<file path="src/rtl/hazard_ctrl_pkg.sv">
// ============================================================================
// Module      : hazard_ctrl_pkg
// Description : Shared CPU definitions for the hazard controller.
//               - multiply/divide tracker state encoding
//               - default multiply/divide latencies
//               - countdown width
//               - operand-match helper
// Revision    : 1.0 - initial release
// ============================================================================
`default_nettype none

package hazard_ctrl_pkg;

    // Countdown width. Six bits holds the longest latency, a 32-cycle divide.
    localparam int MD_CNT_W         = 6;
    localparam int MUL_CYCLES_DEF   = 3;
    localparam int DIV_CYCLES_DEF   = 32;

    typedef enum logic [1:0] {
        MD_IDLE = 2'd0,
        MD_MUL  = 2'd1,
        MD_DIV  = 2'd2
    } md_state_e;

    // True when the ID instruction reads a register the producer writes.
    // Register 0 is hard-wired, so a match on it is never a hazard.
    function automatic logic src_match(
        input logic       uses_rs,
        input logic [4:0] rs,
        input logic       uses_rt,
        input logic [4:0] rt,
        input logic [4:0] wreg
    );
        return (wreg != 5'd0) &&
               ((uses_rs && (rs == wreg)) || (uses_rt && (rt == wreg)));
    endfunction

endpackage

`default_nettype wire

</file>
<file path="src/rtl/hazard_ctrl_if.sv">
// ============================================================================
// Module      : hazard_ctrl_if
// Description : Pipeline <-> hazard controller signal bundle.
//               master : pipeline side (drives stage info, receives stalls)
//               slave  : hazard controller side
// Ports       : ID source regs and flags, EX/MEM producer info,
//               mul/div issue, stall outputs, md_busy/md_done, stall_cycles
// Revision    : 1.0 - initial release
// ============================================================================
`default_nettype none

interface hazard_ctrl_if;

    logic [4:0]  id_Rs;
    logic [4:0]  id_Rt;
    logic        id_uses_rs;
    logic        id_uses_rt;
    logic        id_branch;
    logic        id_reads_hilo;
    logic        id_md_op;
    logic        ex_MemRead;
    logic        ex_RegWrite;
    logic [4:0]  ex_wreg;
    logic        mem_MemRead;
    logic [4:0]  mem_wreg;
    logic        ex_md_start;
    logic        ex_md_is_div;
    logic        stall_pc;
    logic        stall_if_id;
    logic        stall_id_ex;
    logic        md_busy;
    logic        md_done;
    logic [31:0] stall_cycles;

    modport master (
        output id_Rs, id_Rt, id_uses_rs, id_uses_rt, id_branch,
               id_reads_hilo, id_md_op, ex_MemRead, ex_RegWrite, ex_wreg,
               mem_MemRead, mem_wreg, ex_md_start, ex_md_is_div,
        input  stall_pc, stall_if_id, stall_id_ex, md_busy, md_done,
               stall_cycles
    );

    modport slave (
        input  id_Rs, id_Rt, id_uses_rs, id_uses_rt, id_branch,
               id_reads_hilo, id_md_op, ex_MemRead, ex_RegWrite, ex_wreg,
               mem_MemRead, mem_wreg, ex_md_start, ex_md_is_div,
        output stall_pc, stall_if_id, stall_id_ex, md_busy, md_done,
               stall_cycles
    );

endinterface

`default_nettype wire

</file>
<file path="src/rtl/hazard_ctrl_md_tracker.sv">
// ============================================================================
// Module      : md_tracker
// Description : Tracks how long a multiply/divide keeps HI/LO occupied.
//               - a start loads the latency into a down-counter
//               - a start while busy restarts the count (old op discarded)
//               - md_done pulses in the first idle cycle after a countdown
// Ports       : clk, rst (sync, active-low), md_start_i, md_is_div_i,
//               md_busy_o, md_done_o
// Revision    : 1.0 - initial release
// ============================================================================
`default_nettype none

module md_tracker
    import hazard_ctrl_pkg::*;
#(
    parameter int MUL_CYCLES = MUL_CYCLES_DEF,
    parameter int DIV_CYCLES = DIV_CYCLES_DEF
) (
    input  wire logic clk,
    input  wire logic rst,
    input  wire logic md_start_i,
    input  wire logic md_is_div_i,
    output logic      md_busy_o,
    output logic      md_done_o
);

    localparam logic [MD_CNT_W-1:0] c_MUL_CNT = MD_CNT_W'(MUL_CYCLES);
    localparam logic [MD_CNT_W-1:0] c_DIV_CNT = MD_CNT_W'(DIV_CYCLES);
    localparam logic [MD_CNT_W-1:0] c_ONE     = MD_CNT_W'(1);

    md_state_e           state_q, state_d;
    logic [MD_CNT_W-1:0] cnt_q,   cnt_d;
    logic                done_q,  done_d;

    always_ff @(posedge clk) begin
        if (!rst) begin
            state_q <= MD_IDLE;
            cnt_q   <= '0;
            done_q  <= 1'b0;
        end else begin
            state_q <= state_d;
            cnt_q   <= cnt_d;
            done_q  <= done_d;
        end
    end

    always_comb begin
        state_d = state_q;
        cnt_d   = cnt_q;
        done_d  = 1'b0;
        if (md_start_i) begin
            // Start wins over countdown, so a restart on the last busy
            // cycle never produces a done pulse for the discarded op.
            state_d = md_is_div_i ? MD_DIV : MD_MUL;
            cnt_d   = md_is_div_i ? c_DIV_CNT : c_MUL_CNT;
        end else if (state_q != MD_IDLE) begin
            if (cnt_q == c_ONE) begin
                state_d = MD_IDLE;
                cnt_d   = '0;
                done_d  = 1'b1;
            end else begin
                cnt_d   = cnt_q - c_ONE;
            end
        end
    end

    // Forced low during reset so the pipeline never sees stale status.
    assign md_busy_o = rst && (state_q != MD_IDLE);
    assign md_done_o = rst && done_q;

endmodule

`default_nettype wire

</file>
<file path="src/rtl/hazard_ctrl.sv">
// ============================================================================
// Module      : hazard_ctrl
// Description : Pipeline hazard controller.
//               - load-use interlock
//               - branch-in-ID interlock on EX writes and MEM loads
//               - HI/LO interlock while a multiply/divide is outstanding
//               - saturating count of bubble cycles
// Ports       : clk, rst (sync, active-low), bus (hazard_ctrl_if.slave)
// Revision    : 1.0 - initial release
// ============================================================================
`default_nettype none

module hazard_ctrl
    import hazard_ctrl_pkg::*;
#(
    parameter int MUL_CYCLES = MUL_CYCLES_DEF,
    parameter int DIV_CYCLES = DIV_CYCLES_DEF
) (
    input  wire logic    clk,
    input  wire logic    rst,
    hazard_ctrl_if.slave bus
);

    logic        md_busy_w;
    logic        md_done_w;
    logic        ex_hit_w;
    logic        mem_hit_w;
    logic        load_use_w;
    logic        branch_ex_w;
    logic        branch_mem_w;
    logic        hilo_w;
    logic        bubble_w;
    logic [31:0] stall_cycles_q;
    logic [31:0] stall_cycles_d;

    md_tracker #(
        .MUL_CYCLES (MUL_CYCLES),
        .DIV_CYCLES (DIV_CYCLES)
    ) u_md_tracker (
        .clk         (clk),
        .rst         (rst),
        .md_start_i  (bus.ex_md_start),
        .md_is_div_i (bus.ex_md_is_div),
        .md_busy_o   (md_busy_w),
        .md_done_o   (md_done_w)
    );

    assign ex_hit_w  = src_match(bus.id_uses_rs, bus.id_Rs,
                                 bus.id_uses_rt, bus.id_Rt, bus.ex_wreg);
    assign mem_hit_w = src_match(bus.id_uses_rs, bus.id_Rs,
                                 bus.id_uses_rt, bus.id_Rt, bus.mem_wreg);

    assign load_use_w   = bus.ex_MemRead && ex_hit_w;
    // Branches compare in ID, so they also wait on ALU results in EX and
    // on load data still in MEM: a load followed by a branch costs two bubbles.
    assign branch_ex_w  = bus.id_branch && bus.ex_RegWrite && ex_hit_w;
    assign branch_mem_w = bus.id_branch && bus.mem_MemRead && mem_hit_w;
    // An op issuing this cycle is not yet visible in md_busy, hence ex_md_start.
    assign hilo_w       = (bus.id_reads_hilo || bus.id_md_op) &&
                          (md_busy_w || bus.ex_md_start);

    assign bubble_w = rst &&
                      (load_use_w || branch_ex_w || branch_mem_w || hilo_w);

    assign stall_cycles_d = (bubble_w && (stall_cycles_q != 32'hFFFF_FFFF))
                          ? stall_cycles_q + 32'd1 : stall_cycles_q;

    always_ff @(posedge clk) begin
        if (!rst) begin
            stall_cycles_q <= 32'd0;
        end else begin
            stall_cycles_q <= stall_cycles_d;
        end
    end

    assign bus.stall_pc     = bubble_w;
    assign bus.stall_if_id  = bubble_w;
    assign bus.stall_id_ex  = bubble_w;
    assign bus.md_busy      = md_busy_w;
    assign bus.md_done      = md_done_w;
    assign bus.stall_cycles = stall_cycles_q;

endmodule

`default_nettype wire
</file>
<file path="src/flat_wrapper.sv">
// flat-port wrapper written by rule: the top's interface ports become plain ports
module hazard_ctrl_flat import hazard_ctrl_pkg::*;
#(
    parameter int MUL_CYCLES = MUL_CYCLES_DEF,
    parameter int DIV_CYCLES = DIV_CYCLES_DEF
)
  (clk, rst, bus_id_Rs, bus_id_Rt, bus_id_uses_rs, bus_id_uses_rt, bus_id_branch, bus_id_reads_hilo, bus_id_md_op, bus_ex_MemRead, bus_ex_RegWrite, bus_ex_wreg, bus_mem_MemRead, bus_mem_wreg, bus_ex_md_start, bus_ex_md_is_div, bus_stall_pc, bus_stall_if_id, bus_stall_id_ex, bus_md_busy, bus_md_done, bus_stall_cycles);
  hazard_ctrl_if bus_i ();
  input  wire logic clk;
  input  wire logic rst;
  input wire logic [$bits(bus_i.id_Rs)-1:0] bus_id_Rs;
  input wire logic [$bits(bus_i.id_Rt)-1:0] bus_id_Rt;
  input wire logic [$bits(bus_i.id_uses_rs)-1:0] bus_id_uses_rs;
  input wire logic [$bits(bus_i.id_uses_rt)-1:0] bus_id_uses_rt;
  input wire logic [$bits(bus_i.id_branch)-1:0] bus_id_branch;
  input wire logic [$bits(bus_i.id_reads_hilo)-1:0] bus_id_reads_hilo;
  input wire logic [$bits(bus_i.id_md_op)-1:0] bus_id_md_op;
  input wire logic [$bits(bus_i.ex_MemRead)-1:0] bus_ex_MemRead;
  input wire logic [$bits(bus_i.ex_RegWrite)-1:0] bus_ex_RegWrite;
  input wire logic [$bits(bus_i.ex_wreg)-1:0] bus_ex_wreg;
  input wire logic [$bits(bus_i.mem_MemRead)-1:0] bus_mem_MemRead;
  input wire logic [$bits(bus_i.mem_wreg)-1:0] bus_mem_wreg;
  input wire logic [$bits(bus_i.ex_md_start)-1:0] bus_ex_md_start;
  input wire logic [$bits(bus_i.ex_md_is_div)-1:0] bus_ex_md_is_div;
  output wire logic [$bits(bus_i.stall_pc)-1:0] bus_stall_pc;
  output wire logic [$bits(bus_i.stall_if_id)-1:0] bus_stall_if_id;
  output wire logic [$bits(bus_i.stall_id_ex)-1:0] bus_stall_id_ex;
  output wire logic [$bits(bus_i.md_busy)-1:0] bus_md_busy;
  output wire logic [$bits(bus_i.md_done)-1:0] bus_md_done;
  output wire logic [$bits(bus_i.stall_cycles)-1:0] bus_stall_cycles;
  assign bus_i.id_Rs = bus_id_Rs;
  assign bus_i.id_Rt = bus_id_Rt;
  assign bus_i.id_uses_rs = bus_id_uses_rs;
  assign bus_i.id_uses_rt = bus_id_uses_rt;
  assign bus_i.id_branch = bus_id_branch;
  assign bus_i.id_reads_hilo = bus_id_reads_hilo;
  assign bus_i.id_md_op = bus_id_md_op;
  assign bus_i.ex_MemRead = bus_ex_MemRead;
  assign bus_i.ex_RegWrite = bus_ex_RegWrite;
  assign bus_i.ex_wreg = bus_ex_wreg;
  assign bus_i.mem_MemRead = bus_mem_MemRead;
  assign bus_i.mem_wreg = bus_mem_wreg;
  assign bus_i.ex_md_start = bus_ex_md_start;
  assign bus_i.ex_md_is_div = bus_ex_md_is_div;
  assign bus_stall_pc = bus_i.stall_pc;
  assign bus_stall_if_id = bus_i.stall_if_id;
  assign bus_stall_id_ex = bus_i.stall_id_ex;
  assign bus_md_busy = bus_i.md_busy;
  assign bus_md_done = bus_i.md_done;
  assign bus_stall_cycles = bus_i.stall_cycles;
  hazard_ctrl #(.MUL_CYCLES(MUL_CYCLES), .DIV_CYCLES(DIV_CYCLES)) u_core (.clk(clk), .rst(rst), .bus(bus_i));
endmodule
</file>
<file path="config.mk">
export PLATFORM = sky130hd
export DESIGN_NAME = hazard_ctrl_flat
export DESIGN_NICKNAME = d
export VERILOG_FILES = /design/src/rtl/hazard_ctrl_pkg.sv /design/src/rtl/hazard_ctrl_if.sv /design/src/rtl/hazard_ctrl_md_tracker.sv /design/src/rtl/hazard_ctrl.sv /design/src/flat_wrapper.sv
export SDC_FILE = /design/constraint.sdc
export NUM_CORES = 1
export LEC_CHECK = 0
export ABC_AREA = 1
export CAP_MARGIN = 20
export CORE_UTILIZATION = 55
export DETAILED_ROUTE_END_ITERATION = 8
export PLACE_DENSITY = 0.94
export SLEW_MARGIN = 0
export SYNTH_ARGS = -nofsm -noshare
export SYNTH_HDL_FRONTEND = slang
export SYNTH_HIERARCHICAL = 1
export SYNTH_SLANG_ARGS = --single-unit
</file>
<file path="constraint.sdc">
create_clock -name clk -period 4.5 [get_ports clk]
set_clock_uncertainty 0.2 [all_clocks]
set_input_delay 0.9 -clock clk [delete_from_list [all_inputs] [get_ports clk]]
set_output_delay 0.9 -clock clk [all_outputs]
set_load 0.02 [all_outputs]
</file>
# == After elaboration in Yosys (flattened, before gate mapping) ==
# Index checks and enable logic that the tools add are counted.
# totals
register_bits,41
inputBits,32
out_inout_bits,37
elab_cells,53
# classes
n_addsub,2
n_eq_ne,6
muxes,9
bitwise_logic,2
n_reduce_logical,30
# ops
op,n
"32-bit by 1-bit adder with 32-bit output, second input constant",1
"32-bit inequality test, second input constant",1
6-bit two-way mux,4
5-bit equality test,4
1-bit logical AND,16
5-bit nonzero test,2
2-bit two-way mux,4
1-bit logical OR,7
"6-bit by 1-bit equality test with 1-bit output, second input constant",1
2-bit nonzero test,3
"6-bit by 1-bit subtractor with 6-bit output, second input constant",1
3-bit OR reduction,1
1-bit NOT,2
2-bit AND reduction,1
1-bit two-way mux,1

# == Depth between registers and ports, before layout ==
# Gate-level depths: netlist (run 1).
# depth
word_depth,10
ltp_mapped,12
mapped_depth_nobuf,12

# == By module ==
# Netlist (run 1), hierarchy kept.
# by_module_without_submodules
module,instances,cells_per_inst,area_per_inst_um2,seq_area_each_um2
hazard_ctrl,1,462,2598.7,640.6
md_tracker,1,64,460.4,180.2

# == Least setup slack after synthesis (run 1) ==
# OpenSTA, ideal clock, no wires.
# synth_path
kind,input -> output
startpoint,input rst
endpoint,output bus_stall_if_id
t_arrival_ns,2.015
required_ns,3.400
slack_ns,1.385
cell_stages,7
cell_sequence,inv_1 -> nor2_1 -> o22ai_1 -> nand3_1 -> nand2_1 -> inv_1 -> buf_4
# synth_via
elab_chain_len,5
# synth_lines
item,line,text
from (decl),flat_wrapper.sv:10,input wire logic rst;
1-bit logical AND,hazard_ctrl_md_tracker.sv:68,assign md_busy_o = rst && (state_q != MD_IDLE);
net bus_md_busy,flat_wrapper.sv:28,output wire logic [$bits(bus_i.md_busy)-1:0] bus_md_busy;
1-bit logical OR,hazard_ctrl.sv:60,(md_busy_w || bus.ex_md_start);
1-bit logical AND,hazard_ctrl.sv:59,assign hilo_w = (bus.id_reads_hilo || bus.id_md_op) &&
1-bit logical OR,hazard_ctrl.sv:63,(load_use_w || branch_ex_w || branch_mem_w || hilo_w);
1-bit logical AND,hazard_ctrl.sv:62,assign bubble_w = rst &&
to (decl),flat_wrapper.sv:26,output wire logic [$bits(bus_i.stall_if_id)-1:0] bus_stall_if_id;
# The timed path passes the listed nets, and every way through them passes these cells.

# == Worst setup path in the final report (run 1) ==
# layout_path
startpoint,input bus_mem_wreg[3]
endpoint,output bus_stall_if_id
# layout_via
elab_chain_len,8
word_cells_on_any_way,11
# layout_lines
item,line,text
from (decl),flat_wrapper.sv:22,input wire logic [$bits(bus_i.mem_wreg)-1:0] bus_mem_wreg;
5-bit equality test,hazard_ctrl_pkg.sv:35,((uses_rs && (rs == wreg)) || (uses_rt && (rt == wreg)));
1-bit logical AND,hazard_ctrl_pkg.sv:35,
1-bit logical OR,hazard_ctrl_pkg.sv:35,
1-bit logical AND (*),hazard_ctrl_pkg.sv:34,return (wreg != 5'd0) &&
1-bit logical AND (*),hazard_ctrl.sv:57,assign branch_mem_w = bus.id_branch && bus.mem_MemRead && mem_hit_w;
1-bit logical OR (*) (2 in a row),hazard_ctrl.sv:63,
1-bit logical AND (*),hazard_ctrl.sv:62,
# Every way passes the cells marked *; elsewhere a longest branch is shown, timed or not.

==> results of run 1 <==
==> logic make-up after synthesis <==
family	share of synthesized area, %
flops	26.83
xor+xnor	5.726
buf+inv	10.47
fa+ha+maj	1.227
compound gates	7.403
simple gates	48.34
==> metrics by stage <==
step / total power [mW] / area (sq um)
after global routing: 0.9373 / 3889
after floorplan: 0.4825 / 3059
after CTS: 0.9064 / 3889
after detailed placement: 0.5409 / 3751
after global placement: 0.5366 / 3751
final: 0.9031 / 3889
==> power by group through the flow <==
stage	Clock [mW]	Sequential (mW)	Combinational (mW)
2_1_floorplan	0	0.388	0.0942
3_3_place_gp	0	0.387	0.150
3_5_place_dp	0	0.387	0.153
4_1_cts	0.373	0.379	0.154
5_1_grt	0.385	0.380	0.172
6_report	0.370	0.379	0.154
==> area by class of cell <==
class | count | area share (%)
inverters | 59 | 5.695
well taps | 70 | 2.252
multi-input cells | 408 | 49.32
flip-flops and latches | 41 | 21.11
clock inverters | 3 | 1.770
repair buffers | 71 | 18.08
clock buffers | 5 | 1.770
==> registers in the layout (all words and copies together) (netlist names) <==
register	flops
u_core/bus.stall_cycles	32
u_core/u_md_tracker/cnt_q	6
u_core/u_md_tracker/done_q	1
u_core/u_md_tracker/state_q	2
==> how the worst min path moves through the flow <==
stage,from,endpoint,slack [ns],cells past startpoint
CTS,u_core/bus.stall_cycles[18],u_core/bus.stall_cycles[18],0.29,2
finish,u_core/bus.stall_cycles[18],u_core/bus.stall_cycles[18],0.29,2
global placement,u_core/bus.stall_cycles[18],u_core/bus.stall_cycles[18],0.28,2
global route,u_core/bus.stall_cycles[18],u_core/bus.stall_cycles[18],0.34,2
floorplan,u_core/u_md_tracker/cnt_q[1],u_core/u_md_tracker/cnt_q[1],0.27,2
detailed placement,u_core/bus.stall_cycles[18],u_core/bus.stall_cycles[18],0.28,2
==> Yosys cell counts (all sizes together) <==
cell type	count
nand4	34
nand2	194
nand3b	5
inv	59
xor2	16
nor3	12
dfxtp	41
nor4	1
xnor2	4
clkbuf	9
nand3	25
or2	1
a21oi	35
nor2	69
ha	3
o21ai	7
buf	9
o22ai	2
==> metal layers <==
layer	vias up	GRT usage, %	share of wire, %
li1	1801	-	-
met5	-	0	0
met3	13	5.150	7.8
met4	0	9.231	1.4
met1	1606	39.82	43
met2	187	53.96	48
==> critical path: stages <==
cell	delay, ns
clkdlybuf4s50_1	0.54
inv_1	0.08
nand2_1	0.08
o21ai_0	0.08
nor2_1	0.10
nand3_1	0.08
nand2_1	0.07
nand2_1	0.04
nand3_1	0.08
nand2_1	0.06
inv_1	0.12
clkdlybuf4s50_1	0.62
==> summary.md, run 1 <==
| Metric | Value |
|---|---|
| RePlAce Congestion | `~0.96` |
| Largest net degree at the start of global routing | `39` |
| Final setup violation count | `0` |
| Top cell type's share of synthesized area | `26.83%` |
| Die height | `76.58 microns` |
| CTS resizes | `0` |
| ANT nets after route | `0` |
| Drt pass-1 iters | `5` |
| Area growth from synthesis to layout | `27.12%` |
| WS Path Type | `in2out` |
| Synth area leader | `dfxtp_1` |
| CTS Buf Count | `5` |
| WL final | `~9000 microns` |
| Yosys Warn Count | `6` |
| Starting density of the core | `58.41%` |
| CTS clk-pin slew, worst paths | `about 0.080 ns` |
| Part of the power in registers | `between 40% and 50%` |
| Crit path to | `bus_stall_if_id` |
| R2R Setup Slk | `1.91 ns` |
| DRC Markers | `0` |
| Slew @ Worst Pin | `0.9289 ns` |
| CTS H-tree lvls | `2` |
| DR WL/cell | `13.68 microns` |
| R2r startpoint | `u_core/bus.stall_cycles[0]` |
| Netlist cell types | `30` |
| FILL cells | `435` |
| 1st-iter DRT viols | `between 200 and 300` |
| Finished Layout Cells | `657` |
| Worst slack, placed | `around 0.56 ns` |
| RSZ-0062 raised after global routing | `no` |
| Routed via count | `3607` |
| FP Rows | `26` |
| CTS tree | `done` |
| CP Max Fanout | `4` |
| Core Region | `5238 sq um` |
| ANT cells | `0` |
| Hold_buf cts | `0` |
| Final worst path period share | `roughly nine tenths` |
| Hpwl dp | `6740 microns` |
| Cell area power density | `~230 nW/um^2` |
| First-pass GRT wire length | `15000 microns` |
| # IOs | `slightly below 70` |
| Mapped Nets | `around 560` |
| Post-synthesis area per instance | `5.816 sq um` |
| Sw Ratio | `a little over a quarter` |
| Worst EP arrival | `2.86 ns` |
| Share of cells above drive strength 1 | `4.089%` |
| Initial antenna violation count | `0` |
| R2R Path End | `u_core/bus.stall_cycles[3]` |
| Post-layout min period | `3.960 ns` |
| Cell count after placement | `649` |
| Die area | `between 5000 and 6000 sq um` |
| Vias per cell | `5.490` |
| Achievable Freq | `between 200 and 300 MHz` |
| Final Max Slew Viols | `0` |
| Clk buf depth | `2` |
| CTS root buf | `clkbuf_8` |
| Status | `finished, final reports clean` |
| Sequential cell area fraction in the yosys report | `26.83%` |
| GRT Overall Usage | `31.30%` |
| Setup ws final | `0.5400 ns` |
| Clock power share | `40.9%` |
| Worst r2r path cells | `9` |
| Startpoint types | `input port` |
| Core Util, Final | `74.25%` |
| Crit path capture type | `output pin` |
| Die Wd | `around 77 microns` |
| NumNets Final | `621` |
| Leakage | `between 1.5 and 2 nW` |
| Comb power frac | `17.1%` |
| Hold Slack | `around 0.29 ns` |
| Commonest non-fill, non-tap cell in the layout | `nand2_1` |
| Final setup TNS | `0 ns` |
| Max-cap viol count | `0` |
| Worst vdd ir | `169.2 uV` |
| Int Pwr | `658.5 uW` |
| Crit. Startpoint | `bus_mem_wreg[3]` |
| Area of the multi-input gates | `1918 sq um` |
| Worst Path Required | `3.40 ns` |
| IO Port Bufs | `68` |
| Vias in the first global route | `3232` |
| Switching pwr | `244.5 uW` |
| Most frequent cells in the layout | `nand2_1 (193), clkdlybuf4s50_1 (68), nor2_1 (65)` |
| Top cells by area, synth | `dfxtp_1 (27%), nand2_1 (24%), nor2_1 (8.0%), inv_1 (6.9%), nand4_1 (6.7%)` |
| Synthesized area | `3059 sq um` |
| Clock Sinks | `41` |
| Worst slew margin | `38.01%` |
| Worst skew pair latency | `0.30 ns` |
| Post-CTS Setup Bufs | `0` |
| Storage cell area | `about 820 sq um` |
| FF+latch count, synth | `41` |
| Hold Vio Cnt, Final | `0` |
| GRT overflow | `0` |
| Worst min-delay path class | `reg2reg` |
| Cells after Synth | `526` |
(Power assumes the default switching activity.)
==> inputs of run 2 (changes only) <==
CTS_CLUSTER_DIAMETER = 150   (was default)
==> results of run 2 <==
No change in the layout: final DEF, timing and power equal those of run 1.
